--- config.mk ---
export PLATFORM = sky130hd
export DESIGN_NAME = seq_divider
export DESIGN_NICKNAME = d
export VERILOG_FILES = /design/src/rtl/div_pkg.sv /design/src/rtl/div_step.sv /design/src/rtl/seq_divider.sv
export SDC_FILE = /design/constraint.sdc
export NUM_CORES = 1
export LEC_CHECK = 0
export ABC_CLOCK_PERIOD_IN_PS = 6000
export CAP_MARGIN = 20
export CORE_MARGIN = 2
export CORE_UTILIZATION = 37
export CTS_CLUSTER_SIZE = 16
export DETAILED_ROUTE_END_ITERATION = 8
export DONT_BUFFER_PORTS = 1
export SLEW_MARGIN = 25
export SYNTH_ARGS = -nofsm -noshare
export SYNTH_HDL_FRONTEND = slang
export SYNTH_SLANG_ARGS = --single-unit
--- constraint.sdc ---
create_clock -name clk -period 6 [get_ports clk]
set_input_delay 0.6 -clock clk [delete_from_list [all_inputs] [get_ports clk]]
set_output_delay 0.6 -clock clk [all_outputs]
set_load 0.05 [all_outputs]
--- src/rtl/div_pkg.sv ---
// Shared types and constants for the sequential restoring divider.
package div_pkg;

  localparam int DIV_DW = 16;               // dividend / quotient width
  localparam int DIV_VW = 8;                // divisor / remainder width
  localparam int DIV_CW = $clog2(DIV_DW);   // iteration counter width

  typedef enum logic [1:0] {
    IDLE = 2'd0,
    BUSY = 2'd1,
    DONE = 2'd2
  } div_state_t;

endpackage

--- src/rtl/div_step.sv ---
// One combinational restoring-division step: shift in the next dividend bit,
// subtract the divisor when it fits, and emit the resulting quotient bit.
module div_step
  import div_pkg::*;
#(
  parameter int VW = DIV_VW
) (
  input  logic [VW-1:0] i_pr,       // partial remainder, always < divisor
  input  logic          i_bit,      // next dividend bit, MSB first
  input  logic [VW-1:0] i_divisor,
  output logic [VW-1:0] o_pr,
  output logic          o_qbit
);

  logic [VW:0] w_shift;

  // The shifted value needs VW+1 bits. After a successful subtract the true
  // result is below the divisor, so a VW-bit modular subtract is exact.
  assign w_shift = {i_pr, i_bit};
  assign o_qbit  = (w_shift >= {1'b0, i_divisor});
  assign o_pr    = o_qbit ? (w_shift[VW-1:0] - i_divisor) : w_shift[VW-1:0];

endmodule

--- src/rtl/seq_divider.sv ---
// Iterative restoring divider, one quotient bit per clock, valid/ready on
// both sides. The dividend register shifts left each step and the quotient
// bits shift in at the bottom, so it holds the quotient when the run ends.
module seq_divider
  import div_pkg::*;
#(
  parameter int DW = DIV_DW,
  parameter int VW = DIV_VW
) (
  input  logic          clk,
  input  logic          rst_n,
  input  logic          in_valid,
  output logic          in_ready,
  input  logic [DW-1:0] dividend,
  input  logic [VW-1:0] divisor,
  output logic          out_valid,
  input  logic          out_ready,
  output logic [DW-1:0] quotient,
  output logic [VW-1:0] remainder,
  output logic          div_by_zero
);

  localparam int CW = $clog2(DW);

  div_state_t    r_state;
  div_state_t    w_state_next;
  logic [DW-1:0] r_dq;          // dividend in, quotient out
  logic [VW-1:0] r_divisor;
  logic [VW-1:0] r_pr;          // partial remainder
  logic [CW-1:0] r_cnt;
  logic          r_dbz;
  logic [VW-1:0] w_pr_next;
  logic          w_qbit;
  logic          w_accept;
  logic          w_last_step;

  div_step #(.VW(VW)) u_step (
    .i_pr      (r_pr),
    .i_bit     (r_dq[DW-1]),
    .i_divisor (r_divisor),
    .o_pr      (w_pr_next),
    .o_qbit    (w_qbit)
  );

  assign w_accept    = in_valid && in_ready;
  assign w_last_step = (r_cnt == CW'(DW - 1));

  // State register.
  always_ff @(posedge clk or negedge rst_n) begin
    // NOTE: non-blocking (<=) in clocked blocks so every register samples
    // pre-edge values regardless of statement order.
    if (!rst_n) r_state <= IDLE;
    else        r_state <= w_state_next;
  end

  // Next-state and handshake decode.
  always_comb begin
    // NOTE: defaults first so no path leaves an output unassigned (no latch).
    w_state_next = r_state;
    in_ready     = 1'b0;
    out_valid    = 1'b0;
    unique case (r_state)
      IDLE: begin
        in_ready = 1'b1;
        if (w_accept) w_state_next = (divisor == '0) ? DONE : BUSY;
      end
      BUSY: begin
        if (w_last_step) w_state_next = DONE;
      end
      DONE: begin
        out_valid = 1'b1;
        if (out_ready) w_state_next = IDLE;
      end
      default: w_state_next = IDLE;
    endcase
  end

  // Operand capture and one restoring step per BUSY cycle; results hold in DONE.
  always_ff @(posedge clk or negedge rst_n) begin
    // NOTE: datapath registers are plain flops, so they take the async reset
    // too; a reset mid-operation leaves no stale result on the outputs.
    if (!rst_n) begin
      r_dq      <= '0;
      r_divisor <= '0;
      r_pr      <= '0;
      r_cnt     <= '0;
      r_dbz     <= 1'b0;
    end else begin
      unique case (r_state)
        IDLE: begin
          if (w_accept) begin
            r_divisor <= divisor;
            r_cnt     <= '0;
            if (divisor == '0) begin
              r_dq  <= '1;
              r_pr  <= dividend[VW-1:0];
              r_dbz <= 1'b1;
            end else begin
              r_dq  <= dividend;
              r_pr  <= '0;
              r_dbz <= 1'b0;
            end
          end
        end
        BUSY: begin
          r_dq  <= {r_dq[DW-2:0], w_qbit};
          r_pr  <= w_pr_next;
          r_cnt <= r_cnt + CW'(1);
        end
        default: ;
      endcase
    end
  end

  assign quotient    = r_dq;
  assign remainder   = r_pr;
  assign div_by_zero = r_dbz;

endmodule

# After elaboration in Yosys (flattened, before gate mapping)
# Cells that the tools add are included.
# W data, S select, Z words.
[totals] register_bits=39 latch_bits=0 ramBits=0 mem_bits_ro=0 input_bits=28 out_inout_bits=27 elab_cells=39 n_memories=0
[classes] add_sub_neg=2 n_mul=0 div_mod_pow=0 magnitude_cmp=1 n_eq_ne=6 shift=0 mux=17 bitwise_logic=0 reduce_logical=7
[op_table] operator="$mux W16" count=2
[op_table] operator="$pmux W16 S2" count=1
[op_table] operator="$mux W8" count=3
[op_table] operator="$pmux W8 S2" count=1
[op_table] operator="$ge A9 B8 Y1" count=1
[op_table] operator="$logic_not A8 Y1" count=1
[op_table] operator="$mux W2" count=4
[op_table] operator="$pmux W4 S2" count=1
[op_table] operator="$sub A8 B8 Y8" count=1
[op_table] operator="$ne A2 B2 Y1 const B" count=3
[op_table] operator="$pmux W2 S3" count=1
[op_table] operator="$add A4 B1 Y4 const B" count=1
[op_table] operator="$eq A4 B4 Y1 const B" count=1
[op_table] operator="$mux W4" count=1
[op_table] operator="$reduce_and A2 Y1" count=2
[op_table] operator="$mux W1" count=3
[op_table] operator="$reduce_and A3 Y1" count=1
[op_table] operator="$eq A2 B1 Y1 const B" count=1
[op_table] operator="$eq A2 B2 Y1 const B" count=1
[op_table] operator="$logic_not A2 Y1" count=1
[op_table] operator="$reduce_bool A2 Y1" count=1
[op_table] operator="$logic_and A1 B1 Y1" count=1

# Longest topological paths before layout
# Gate-level depths: netlist (run 1).
[depth] depth_word=5 ltp_mapped=9

# Modules after synthesis
# A second synthesis (run 1) with hierarchy kept.
[unflattened] cells_unflattened=252 area_unflattened_um2=2422.3
[by_module_without_submodules] mod="seq_divider" instances=1 cells_each=186 area_per_inst_um2=1883.1 seq_area_each_um2=975.9
[by_module_without_submodules] mod="div_step" instances=1 cells_each=66 area_per_inst_um2=539.3 seq_area_each_um2=0.0

# Least setup slack after synthesis (run 1)
# No wires, ideal clock.
[synth_path] kind="reg2reg" startpoint="reg r_pr[5] (netlist: remainder[5])" endpoint="reg r_pr[0] (netlist: remainder[0])" arrival_ns=2.216 path_slack_ns=3.658 path_stages_with_launch=8 synth_period_minus_slack_ns=2.342 path_cell_list="dfrtp_1 > ha_1 > a21o_1 > a211o_1 > a41o_1 > buf_6 > mux2i_1 > a221o_1"
[synth_between] elab_chain_cells=3
[synth_lines] element="start: declaration" line_no="seq_divider.sv:29" source="logic [VW-1:0] r_pr;"
[synth_lines] element="start signal: assignment" line_no="seq_divider.sv:96" source="r_pr <= dividend[VW-1:0];"
[synth_lines] element="start signal: assignment" line_no="seq_divider.sv:107" source="r_pr <= w_pr_next;"
[synth_lines] element="$ge A9 B8 Y1" line_no="div_step.sv:20" source="assign o_qbit = (w_shift >= {1'b0, i_divisor});"
[synth_lines] element="$mux W8" line_no="div_step.sv:21" source="assign o_pr = o_qbit ? (w_shift[VW-1:0] - i_divisor) : w_shift[VW-1:0];"
[synth_lines] element="$pmux W8 S2" line_no="seq_divider.sv:89" source="unique case (r_state)"
# Every way passes these cells.
# A chain may end at the register's enable or synchronous reset.

# Worst setup path after layout (run 1)
[layout_path] startpoint="reg r_pr[2] (netlist: remainder[2])" endpoint="reg r_pr[1] (netlist: remainder[1])"
# Same word-level chain as after synthesis.

==> impl_metrics.json, run 1 <==
{
  "ctsResizeCount": 0,
  "postCtsSetupRepairBufs": 0,
  "path_cells": "ha_1, a21o_1, a21oi_1, o21ai_1, a41o_1, mux2_1, o221ai_1",
  "drive_gt1_share_pct": 8.44,
  "wl_per_cell_um": 16.5,
  "syn2layout_area_growth_pct": 7.38,
  "path_clk_slew_ns": 0.08,
  "rsz0062_at_grt": "false",
  "core_um2": 5850,
  "cts-htree-levels": 2,
  "netlist_instances": 241,
  "clk_latency_ns": 0.29,
  "syn-num-nets": 279,
  "synth-seq-cells": 39,
  "cts-root-buf": "clkbuf_8",
  "die-area_um2": 6590,
  "grt_max_degree": 49,
  "drtAntennaViolNets": 0,
  "end_kind": "flop",
  "slew_violations": 0,
  "overflow": 0,
  "cts_tree": "done",
  "slew_headroom_pct": 38.2,
  "skew_ns": 0.00709,
  "gp_congestion": 0.837,
  "start_kind": "flop",
  "synth_top_area_share_pct": 44.3,
  "synth_top_cell_by_area": "dfrtp_1",
  "synthMostInstantiatedCell": "dfrtp_1",
  "drtIter0Drc": 148,
  "finalInstanceArea_um2": 2370,
  "cp_slowest_cell": "dfrtp_1",
  "n_fill_cell": 578,
  "synth_area_um2": 2200,
  "rows": 28,
  "synth-warning-count": 0,
  "critPathKind": "flop to flop",
  "min_period_over_period_pct": 42.7,
  "yosysSeqAreaShare_pct": 44.3,
  "cap_violations": 0,
  "io_buffer_count": 0,
  "synth-edff-count": 0,
  "fmax_ghz": 0.391,
  "grt_usage_pct": 17.0,
  "finalSetupTns_ns": 0,
  "antenna_found_initial": 0,
  "crit_fanout": 11,
  "async_flop_share_pct": 100,
  "finalSetupViolCount": 0,
  "drtPass1Iterations": 4,
  "initial_utilization_pct": 37.7,
  "worstPathArrival_ns": 2.76,
  "nets": 274,
  "ys_top_cells_by_count": "dfrtp_1 (39), nand2_1 (38), o21ai_0 (27)",
  "cts_buffers": 5,
  "routed_wl_um": 5140,
  "grt_pass1_vias": 1681,
  "synthFlopType": "dfrtp_1",
  "clkSinkCount": 39,
  "synth.area.top_cells": "dfrtp_1 (44%), nand2_1 (6.5%), o21ai_0 (6.1%)",
  "timing_hold_violations_final": 0,
  "dp.final_hpwl_um": 3560,
  "min_period_ns": 2.56,
  "die_w_um": 81.2,
  "vias": 1740,
  "postPlaceCellArea_um2": 2250,
  "ys_types": 42,
  "io_pins": 55,
  "holdBufCountCts": 1,
  "drc": 0,
  "tightest_slew_ns": 0.925,
  "status": "complete, no violations",
  "avgSynthCellArea_um2": 9.14,
  "crit_family": "compound AO/OA/AOI/OAI gates",
  "cp_num_buf_inv": 0,
  "cp.required_ns": 6.20,
  "die-height_um": 81.2,
  "min_path_type": "input pin to asynchronous set/reset pin",
  "worst_path_largest_cell_delay_ns": 0.69,
  "viasPerCell": 5.58,
  "antennaDiodeCount": 0,
  "grt_pass1_wl_um": 8560,
  "clk_path_buf_depth": 2
}
sequential cells by signal (all words and copies together) (netlist names):
| name | flops |
|---|---|
| remainder | 8 |
| div_by_zero | 1 |
| quotient | 16 |
| r_cnt | 4 |
| r_state | 2 |
| r_divisor | 8 |
metal layers:
layer	wire (µm)	vias up	part of all wire, %	global-route usage [%]
met5	0	-	0	0
met4	59	0	1.1	5.08
met3	387	5	7.5	5.11
met2	2170	61	42	24.9
met1	2520	829	49	24.0
li1	-	845	-	-
stage by stage:
stage,setup slack [ns],cells,util (%),hold slack [ns]
final,3.44,312,40.4,0.141
after CTS,3.44,312,40.4,0.143
after global routing,3.25,312,40.4,0.143
after global placement,3.49,303,38.4,0.305
after detailed placement,3.45,303,38.4,0.305
after floorplan,3.66,241,-,0.304
area by class of cell:
cell class	count	area, µm²	share of cell area, %
multi-input combinational	174	1110	46.9
sequential	39	976	41.2
clock buffer	8	100	4.23
tap	75	93.8	3.97
inverter	12	45.0	1.90
timing repair buffer	4	42.5	1.80
final timing paths:
check / startpoint / to / slack (ns) / depth (start not counted)
min in group clk: divisor[3] / r_divisor[3]$_DFFE_PN0P_ / 0.43 / 2
setup / recovery: remainder[2]$_DFFE_PN0P_ / remainder[1]$_DFFE_PN0P_ / 3.44 / 7
hold / removal: rst_n / quotient[3]$_DFFE_PN0P_ / 0.14 / 1
max in group asynchronous: rst_n / quotient[13]$_DFFE_PN0P_ / 5.67 / 1
setup reg to reg: remainder[2]$_DFFE_PN0P_ / remainder[1]$_DFFE_PN0P_ / 3.44 / 7
hold reg to reg: r_cnt[3]$_DFFE_PN0P_ / r_cnt[3]$_DFFE_PN0P_ / 0.50 / 1
worst reg2reg max path, stage by stage (launching register included):
cell and delay, ns:
dfrtp_1 0.69, ha_1 0.38, a21o_1 0.19, a21oi_1 0.16, o21ai_1 0.09, a41o_1 0.42
mux2_1 0.37, o221ai_1 0.17
placed cells by master, fill, tap and decap left out, types with 2 or more instances in the layout:
cell,instances
nand2b_1,3
nand3_1,2
nor2b_1,2
ha_1,9
xor2_1,3
nor2_1,14
o21ai_1,2
inv_1,12
o31ai_1,8
a22oi_1,8
buf_4,3
mux2i_1,6
a21oi_1,11
a31oi_1,3
mux2_2,2
dfrtp_1,39
nand2_1,38
clkbuf_8,7
o21ai_0,27
nor3_1,7
o21a_1,4
or4_4,2
a21o_1,2
o221ai_1,4
kinds of logic after synthesis:
family / synth area share, %
xor+xnor: 1.59
buf+inv: 6.02
flops: 44.3
compound gates: 22.6
mux: 4.26
simple gates: 15.2
fa+ha+maj: 6.02
Power of run 1 is left out: the tool's default activity adds up to more than one toggle a clock period on the data nets, which glitch-free logic cannot reach.
==> run 2: changes to the inputs <==
Settings changed: ABC_AREA set to 1, ABC_CLOCK_PERIOD_IN_PS 6000 to 2500.
Clock period 6 ns to 2.5 ns, I/O delays scaled along.
==> run 2 against run 1 <==
Compared with the run above:
- non-clock buffer count rose by 7
- global-route usage is 0.29 points higher
- synthesized area increased by 10%
- first-iteration DRC count down 36%
- final cell count rose by 30%
- sequential cell count unchanged
- clock skew is 0.00080 ns higher
- via count rose by 21%
- register-to-register slack got worse by 3.0 ns
- routed wire length is 16% higher
- design area is 14% higher
- maximum frequency is 24% higher
- largest cell class unchanged
==> impl_metrics.json, run 2 <==
{
  "wl_per_cell_um": 14.7,
  "grt_pass1_wl_um": 9970,
  "layout_common_cells": "nand2_1 (87), inv_1 (45), dfrtp_1 (39), nand3_1 (29), nor2_1 (19)",
  "finalSetupViolCount": 0,
  "synthMostInstantiatedCell": "nand2_1",
  "path_clk_slew_ns": 0.08,
  "cts-root-buf": "clkbuf_8",
  "antennaDiodeCount": 0,
  "yosysSeqAreaShare_pct": 40.1,
  "routed_wl_um": 5970,
  "drc": 0,
  "ys_types": 34,
  "grt_usage_pct": 17.3,
  "final_cells": 406,
  "io_buffer_count": 0,
  "crit_path_frequent_cell": "nand2_1",
  "r2r_cells": 10,
  "syn-num-nets": 360,
  "worstPathArrival_ns": 2.29,
  "ctsResizeCount": 0,
  "dp_cells": 396,
  "met1_usage_pct": 22.6,
  "synth-edff-count": 0,
  "timing_hold_violations_final": 0,
  "critPathLaunch": "remainder[5]$_DFFE_PN0P_",
  "syn2layout_area_growth_pct": 10.6,
  "min_path_type": "input pin to flop",
  "netlist_instances": 322,
  "busiest_layer": "met2",
  "critPathKind": "flop to flop",
  "cts-htree-levels": 2,
  "place_ws_ns": 0.460,
  "tightest_slew_ns": 0.876,
  "synth_top_cell_by_area": "dfrtp_1",
  "drtAntennaViolNets": 0,
  "ys_top_cells_by_count": "nand2_1 (87), inv_1 (45), dfrtp_1 (39)",
  "synth-seq-cells": 39,
  "largest_reg_flops": 16,
  "grt_pass1_vias": 2106,
  "grt_max_degree": 40,
  "antenna_found_initial": 0,
  "drive_gt1_share_pct": 10.6,
  "skew_ns": 0.00789,
  "crit_path_end": "remainder[7]$_DFFE_PN0P_",
  "overflow": 0,
  "clk_latency_ns": 0.30,
  "slew_headroom_pct": 41.4,
  "finalSetupTns_ns": 0,
  "rr_endpoint": "remainder[7]$_DFFE_PN0P_",
  "die-height_um": 85.1,
  "clk_path_buf_depth": 2,
  "cp.required_ns": 2.72,
  "async_flop_share_pct": 100,
  "holdPathStages": 1,
  "holdBufCountCts": 2,
  "gp_congestion": 0.929,
  "drtIter0Drc": 94,
  "synth-warning-count": 0,
  "multiInputGateArea_um2": 1190,
  "timing.hold.ws_ns": 0.0452,
  "rsz0062_at_grt": "false",
  "vias": 2103,
  "min_period_ns": 2.07,
  "die_w_um": 85.1,
  "slew_violations": 0,
  "dp.final_hpwl_um": 4420,
  "r2r_start": "remainder[5]$_DFFE_PN0P_",
  "start_kind": "flop",
  "fmax_ghz": 0.483,
  "postCtsSetupRepairBufs": 0,
  "cts_tree": "done",
  "avgSynthCellArea_um2": 7.55,
  "grtUsageMet3_pct": 4.09,
  "viasPerCell": 5.18,
  "clkSinkCount": 39,
  "die-area_um2": 7240,
  "grt_use_met2_pct": 27.5,
  "path_cells": "ha_1, nand2_1, nand2_1, nand2_1, nand2_1, nor2_4, nand2_4, nand2_1, nand3_1, a21oi_1",
  "worst_path_largest_cell_delay_ns": 0.67,
  "core_um2": 6350,
  "cts_buffers": 5,
  "status": "complete, no violations",
  "io_pins": 55,
  "setup_ws_ns": 0.428,
  "end_kind": "flop",
  "final_common_cell": "nand2_1",
  "cp_slowest_cell": "dfrtp_1",
  "synth_area_um2": 2430,
  "n_fill_cell": 659,
  "regArea_um2": 976,
  "initial_utilization_pct": 38.3,
  "nets": 366,
  "drtPass1Iterations": 4,
  "cap_violations": 0,
  "synthFlopType": "dfrtp_1",
  "ff2ff_setup_slack_ns": 0.43,
  "crit_fanout": 9,
  "synth_top_area_share_pct": 40.1,
  "rows": 29,
  "min_period_over_period_pct": 82.9,
  "synth.area.top_cells": "dfrtp_1 (40%), nand2_1 (13%), inv_1 (6.9%)"
}
## run 2: cell types whose count changed after synthesis, sizes merged, moves of 7 or more
cell | previous run | this run
a211oi | 0 | 7
nand2 | 38 | 92
inv | 12 | 51
o31ai | 8 | 0
nor2 | 15 | 24
nand3 | 2 | 30
nand4 | 1 | 8
o21ai | 30 | 15
a21boi | 0 | 7
clkbuf | 10 | 2
## run 2: area by class of cell
cell class | instances | area share, %
multi-input combinational | 220 | 44.4
timing repair buffer | 11 | 3.63
sequential | 39 | 36.3
inverter | 51 | 7.12
tap | 77 | 3.58
clock inverter | 2 | 2.23
clock buffer | 6 | 2.70
## run 2: kinds of logic (layout without fill, tap and decap cells)
family / count (synthesis) / after routing / synth area share, %
flip-flops: 39 / 39 / 40.1
buffers and inverters: 63 / 70 / 10.7
adder cells (fa/ha/maj): 10 / 10 / 5.46
XOR/XNOR: 3 / 3 / 1.08
AND/OR/NAND/NOR: 160 / 160 / 30.1
AO/OA/AOI/OAI: 47 / 47 / 12.5
## run 2: per-stage QoR
| step | util, % | area (µm²) |
|---|---|---|
| detailed placement | 39.8 | 2530 |
| global route | 42.3 | 2690 |
| CTS | 42.3 | 2690 |
| global placement | 39.8 | 2530 |
| finish | 42.3 | 2690 |
| floorplan | - | 2430 |
## run 2: how the worst min path moves through the flow
stage                               to  slack [ns]  startpoint
2_1_floorplan  div_by_zero$_DFFE_PN0P_       -0.05       rst_n
3_3_place_gp   quotient[3]$_DFFE_PN0P_       -0.04       rst_n
3_5_place_dp   quotient[3]$_DFFE_PN0P_       -0.04       rst_n
4_1_cts         r_state[1]$_DFFE_PN0P_        0.04   out_ready
5_1_grt         r_state[1]$_DFFE_PN0P_        0.04   out_ready
6_report        r_state[1]$_DFFE_PN0P_        0.05   out_ready
## run 2: worst max-delay path: cells and delay by family (launching register included)
kind,cells,cell delay [ns]
AND/OR/NAND/NOR,8,0.80
flip-flops,1,0.67
adder cells (fa/ha/maj),1,0.37
AO/OA/AOI/OAI,1,0.14
## run 2: metal layers
layer / up-vias / wire [µm]
met4: 0 / 147
met1: 973 / 2680
li1: 1046 / -
met3: 15 / 324
met5: - / 0
met2: 69 / 2820
Power of run 2 is left out for the same reason.
